`src/rtl/fb_access_arbiter.sv`:
```
// Single-port framebuffer arbiter: video reads, buffered CPU writes, fill engine.
// Define FB_FILL_EN to build the hardware fill engine.
module fb_access_arbiter #(
    parameter int FB_SIZE    = 4800,
    parameter int ADDR_W     = 13,
    parameter int FIFO_DEPTH = 4
) (
    input  logic              CLK_SYS,
    input  logic              RST,
    input  logic              VID_REQ,
    input  logic [ADDR_W-1:0] VID_ADDR,
    output logic [2:0]        VID_DATA,
    output logic              VID_VALID,
    input  logic              CPU_WR,
    input  logic [ADDR_W-1:0] CPU_ADDR,
    input  logic [2:0]        CPU_DATA,
    output logic              CPU_FULL,
    output logic              CPU_OVF,
    input  logic              FILL_START,
    input  logic [2:0]        FILL_COLOR,
    output logic              FILL_BUSY,
    output logic [ADDR_W-1:0] RAM_ADDR,
    output logic              RAM_WE,
    output logic [2:0]        RAM_WDATA,
    input  logic [2:0]        RAM_RDATA
);

    localparam int PW = $clog2(FIFO_DEPTH);
    localparam int CW = PW + 1;
    localparam logic [ADDR_W-1:0] FB_LAST = ADDR_W'(FB_SIZE - 1);

    logic [ADDR_W-1:0] fifo_addr [FIFO_DEPTH];
    logic [2:0]        fifo_data [FIFO_DEPTH];
    logic [PW-1:0]     wr_ptr;
    logic [PW-1:0]     rd_ptr;
    logic [CW-1:0]     count;
    logic [CW-1:0]     count_nx;
    logic              fifo_empty;
    logic              push;
    logic              pop;
    logic [ADDR_W-1:0] head_addr;
    logic [2:0]        head_data;
    logic              head_ok;
    logic [ADDR_W-1:0] addr_q;
    logic              fill_go;
    logic [ADDR_W-1:0] fill_cnt;
    logic [2:0]        fill_color;

    assign fifo_empty = (count == '0);
    assign push       = CPU_WR && !CPU_FULL;
    assign pop        = !fifo_empty && !VID_REQ;
    assign head_addr  = fifo_addr[rd_ptr];
    assign head_data  = fifo_data[rd_ptr];
    assign head_ok    = (head_addr <= FB_LAST);

    // Read data is the RAM output in the cycle after the request, masked otherwise.
    assign VID_DATA = VID_VALID ? RAM_RDATA : 3'b000;

    always_ff @(posedge CLK_SYS or posedge RST) begin
        if (RST) begin
            VID_VALID <= 1'b0;
        end else begin
            VID_VALID <= VID_REQ;
        end
    end

    always_ff @(posedge CLK_SYS) begin
        if (push) begin
            fifo_addr[wr_ptr] <= CPU_ADDR;
            fifo_data[wr_ptr] <= CPU_DATA;
        end
    end

    always_comb begin
        count_nx = count;
        if (push && !pop) begin
            count_nx = count + 1'b1;
        end else if (!push && pop) begin
            count_nx = count - 1'b1;
        end
    end

    always_ff @(posedge CLK_SYS or posedge RST) begin
        if (RST) begin
            wr_ptr   <= '0;
            rd_ptr   <= '0;
            count    <= '0;
            CPU_FULL <= 1'b0;
            CPU_OVF  <= 1'b0;
        end else begin
            if (push) begin
                wr_ptr <= wr_ptr + 1'b1;
            end
            if (pop) begin
                rd_ptr <= rd_ptr + 1'b1;
            end
            if (CPU_WR && CPU_FULL) begin
                CPU_OVF <= 1'b1;
            end
            count    <= count_nx;
            CPU_FULL <= (count_nx == CW'(FIFO_DEPTH));
        end
    end

`ifdef FB_FILL_EN
    typedef enum logic {IDLE, FILL} fill_state_t;
    fill_state_t state;

    assign fill_go   = (state == FILL) && !VID_REQ && fifo_empty;
    assign FILL_BUSY = (state == FILL);

    always_ff @(posedge CLK_SYS or posedge RST) begin
        if (RST) begin
            state      <= IDLE;
            fill_cnt   <= '0;
            fill_color <= 3'b000;
        end else if (FILL_START) begin
            state      <= FILL;
            fill_cnt   <= '0;
            fill_color <= FILL_COLOR;
        end else if (fill_go) begin
            if (fill_cnt == FB_LAST) begin
                state    <= IDLE;
                fill_cnt <= '0;
            end else begin
                fill_cnt <= fill_cnt + 1'b1;
            end
        end
    end
`else
    logic fill_unused;
    assign fill_unused = ^{FILL_START, FILL_COLOR};
    assign fill_go     = 1'b0;
    assign fill_cnt    = '0;
    assign fill_color  = 3'b000;
    assign FILL_BUSY   = 1'b0;
`endif

    // Address holds its last value when idle or when a bad CPU entry is dropped.
    always_comb begin
        RAM_WE    = 1'b0;
        RAM_WDATA = 3'b000;
        RAM_ADDR  = addr_q;
        if (RST) begin
            RAM_WE = 1'b0;
        end else if (VID_REQ) begin
            RAM_ADDR = VID_ADDR;
        end else if (pop) begin
            if (head_ok) begin
                RAM_ADDR  = head_addr;
                RAM_WE    = 1'b1;
                RAM_WDATA = head_data;
            end
        end else if (fill_go) begin
            RAM_ADDR  = fill_cnt;
            RAM_WE    = 1'b1;
            RAM_WDATA = fill_color;
        end
    end

    always_ff @(posedge CLK_SYS or posedge RST) begin
        if (RST) begin
            addr_q <= '0;
        end else begin
            addr_q <= RAM_ADDR;
        end
    end

endmodule

```
`config.mk`:
```
export PLATFORM = sky130hd
export DESIGN_NAME = fb_access_arbiter
export DESIGN_NICKNAME = d
export VERILOG_FILES = /design/src/rtl/fb_access_arbiter.sv
export SDC_FILE = /design/constraint.sdc
export NUM_CORES = 1
export LEC_CHECK = 0
export CAP_MARGIN = 15
export CORE_UTILIZATION = 25
export CTS_CLUSTER_SIZE = 24
export DETAILED_ROUTE_END_ITERATION = 7
export PLACE_DENSITY = 0.42
export SYNTH_ARGS = -nofsm -noshare
export SYNTH_HDL_FRONTEND = slang
export SYNTH_SLANG_ARGS = --single-unit
```
`constraint.sdc`:
```
create_clock -name CLK_SYS -period 3.1 [get_ports CLK_SYS]
set_clock_uncertainty 0.2 [all_clocks]
set_input_delay 0.62 -clock CLK_SYS [delete_from_list [all_inputs] [get_ports CLK_SYS]]
set_output_delay 0.62 -clock CLK_SYS [all_outputs]
set_load 0.005 [all_outputs]
```
==> results.yml <==
setup_path:
  cp_max_fo: 5
  required_ns: 2.28
  crit_chain: "buf_12 > mux4_2 > a211oi_4 > a21boi_4 > buf_6 > or2_4 > buf_6 > o21a_1 > buf_2"
  criticalPathCategory: "register to primary output"
  startpoint_type: "register"
  timing.critical_path.mode_cell: "buf_6"
  slowest_delay_ns: 0.54
  r2r-start: "rd_ptr[0]"
  cp.arrival_ns: 2.64
  end_kind: "primary output"
  cp-startpoint: "rd_ptr[0]"
  slowest_stage: "mux4_2"
  r2r_setup_slack_ns: 0.38
detailed_routing:
  wl_met2_um: 4190
  drt-met1-wl_um: 3770
  drtIter0Drc: 105
  antenna_left: 0
  top_layer_used: "met4"
  drt_wl_total_um: 8480
  viasPerCell: 4.27
  route.met3.wl_um: 434
  vias: 2290
  drc: 0
  drt_first_pass_iters: 3
  wl_per_cell_um: 15.8
die:
  dieWidth_um: 122
  rows: 43
  fp.dieArea_sq_um: 14900
  initial_utilization_pct: 25.7
  die_h_um: 122
  io_pins: 64
  fp.coreArea_sq_um: 14000
clocking:
  path_clk_slew_ns: 0.07
  cts_buffer_depth: 2
  cts_buffers: 9
  cts_hold_buffers: 0
  cts_tree: "done"
  cts_root_buf: "clkbuf_16"
  clk_latency_ns: 0.34
  htreeDepth: 3
  clock-sinks: 87
global_route:
  grt_pass1_vias: 2477
  grtUsageTotal_pct: 12.6
  grt_antenna_before_repair: 0
  grt_pass1_wl_um: 13700
  grt_max_degree: 17
  grt_overflow: 0
worst_hold_path:
  min_from: "CPU_OVF"
  hp-class: "register to register"
timing:
  finalSetupViolCount: 17
  worst_slack_ns: -0.360
  drv_slew: 0
  period_needed_ns: 3.46
  finalHoldViolCount: 0
  max_freq_mhz: 289
  rsz0062_at_grt: "true"
  fin_crit_sh_pct: 112
layout:
  drive_gt1_share_pct: 39.3
  final_nets: 398
  design_area_sq_um: 5430
  nFillCells: 1325
  final_core_util_pct: 38.8
  diodes: 0
  area_growth_syn_to_layout_pct: 50.7
synth:
  ys_seq_area_share_pct: 69.4
  synth_top_area_share_pct: 53.4
  synth_area_sq_um: 3600
  synth.largest_area_cell: "edfxtp_1"
  yosys_warnings: 0
  syn_avg_cell_area_sq_um: 15.9
  synth_seq_cells: 87
  synthesis.nets: 274
  syn_inst: 227
  synth_cell_types: 37
  ys_top_cells_by_area: "edfxtp_1, dfrtp_1, mux4_2"
placed_design:
  place_area_sq_um: 4740
  gp_congestion: 0.752
  io_buffers: 58
  post-dp-hpwl_um: 5650
power_and_ir_drop:
  ir_drop_uv: 360
  leakage_nw: 2.03
  power.density_nw_per_um2: 935
outcome:
  status: "complete, but fails checks"
  violations: "negative setup slack"
job:
  drv_cap: 0
per-layer routing:
| metal | global-route usage [%] | up-vias |
|---|---|---|
| met3 | 4.07 | 6 |
| met5 | 0 | - |
| met2 | 21.0 | 51 |
| met4 | 3.70 | 0 |
| met1 | 15.7 | 1133 |
| li1 | - | 1100 |
flip-flops by register name (all words and copies together), names as in the netlist:
register / flops
fifo_addr: 52
addr_q: 13
fifo_data: 12
count: 3
rd_ptr: 2
wr_ptr: 2
CPU_FULL: 1
CPU_OVF: 1
VID_VALID: 1
worst max-delay path, delay by kind of cell, from the launching register on:
| kind | cells | cell delay [ns] |
|---|---|---|
| compound gates | 3 | 0.60 |
| mux | 1 | 0.54 |
| simple gates | 1 | 0.25 |
| buf+inv | 4 | 0.52 |
| flops | 1 | 0.40 |
synthesized netlist by cell type:
cell type	count
o31a_1	1
mux4_2	16
inv_1	9
o22a_1	1
buf_6	1
a22oi_1	2
edfxtp_1	64
o211ai_1	2
a211oi_2	1
nand2b_1	1
buf_2	3
o21a_1	1
or2_1	1
nand3_1	2
nor3_1	10
o22ai_1	8
conb_1	1
a21oi_1	6
nor2_1	16
o31ai_1	1
and2_1	10
inv_2	1
mux2i_1	1
nor2b_1	2
buf_4	1
xnor2_1	4
nor3b_1	1
clkbuf_1	5
nand3b_1	1
a21boi_2	1
ha_1	7
xor2_1	1
o21ai_0	5
a21o_1	1
nand2_1	9
dfrtp_1	23
a211oi_1	7
cells in the final DEF, fill, tap and decap left out, types with 2 or more instances in the layout:
cell type        count
and2_4               3
buf_4               47
buf_6               15
a21oi_1              4
nand2_1              9
nand3_2              2
clkdlybuf4s50_1     41
dfrtp_1             23
nor3_4               7
edfxtp_1            64
buf_12               7
nor2b_1              2
o211ai_1             2
clkbuf_16            9
ha_1                 7
clkinv_2             2
inv_1                9
a211oi_4             7
clkbuf_1             2
o21ai_0              3
nor3_1               2
nor2_1              16
a21oi_2              2
xnor2_1              4
and2_1               7
o22ai_1              8
a22oi_1              2
buf_2               12
mux4_2              16
cell type report:
type                       count  area, sq um  share of cell area, %
tap                          180          225                   4.15
timing repair buffer         123         1160                   21.4
multi-input combinational    120         1230                   22.8
clock buffer                  11          233                   4.29
sequential                    87         2500                   46.0
clock inverter                 5         35.0                  0.646
inverter                      10         40.0                  0.738
worst paths after layout:
path	endpoint	cells after the start
min in group asynchronous	addr_q[6]	3
max in group asynchronous	CPU_OVF	3
worst min-delay path	CPU_OVF	1
worst max register to register	addr_q[4]	11
worst min register to register	CPU_OVF	1
worst max-delay path	RAM_ADDR[7]	9
per-stage QoR:
| stage | setup TNS, ns | power [mW] | instances | worst slack [ns] | hold slack [ns] |
|---|---|---|---|---|---|
| finish | -4.61 | 5.07 | 536 | -0.360 | 0.251 |
| global route | -6.71 | 5.40 | 536 | -0.473 | 0.268 |
| CTS | -5.00 | 4.92 | 526 | -0.386 | 0.258 |
| detailed placement | -4.15 | 3.45 | 497 | -0.328 | 0.245 |
| global placement | -4.08 | 3.44 | 497 | -0.324 | 0.238 |
| floorplan | 0 | 2.55 | 227 | 0.257 | 0.251 |
timing repair:
item                                    in CTS  in global routing
pin swaps                                   19                 13
endpoints found under the setup margin      17                 17
gates cloned                                 1                  0
resized for setup                          116                 12
setup buffers                               13                 11
logic make-up after synthesis:
| logic type | synth area share, % |
|---|---|
| and+or+nand+nor | 7.12 |
| muxes | 10.3 |
| DFF | 69.4 |
| other | 0.104 |
| xor gates and xnor gates | 1.22 |
| AOI/OAI and AO/OA | 6.98 |
| adders and majority gates | 2.43 |
| buffers and inverters | 2.50 |
where the power goes:
part,leakage [nW],internal (mW),switching (mW)
Sequential,0.851,1.56,0.115
Combinational,1.05,1.34,1.07
Clock,0.130,0.545,0.442
Total,2.03,3.45,1.63
No activity file was read; power rests on OpenSTA's default activity.
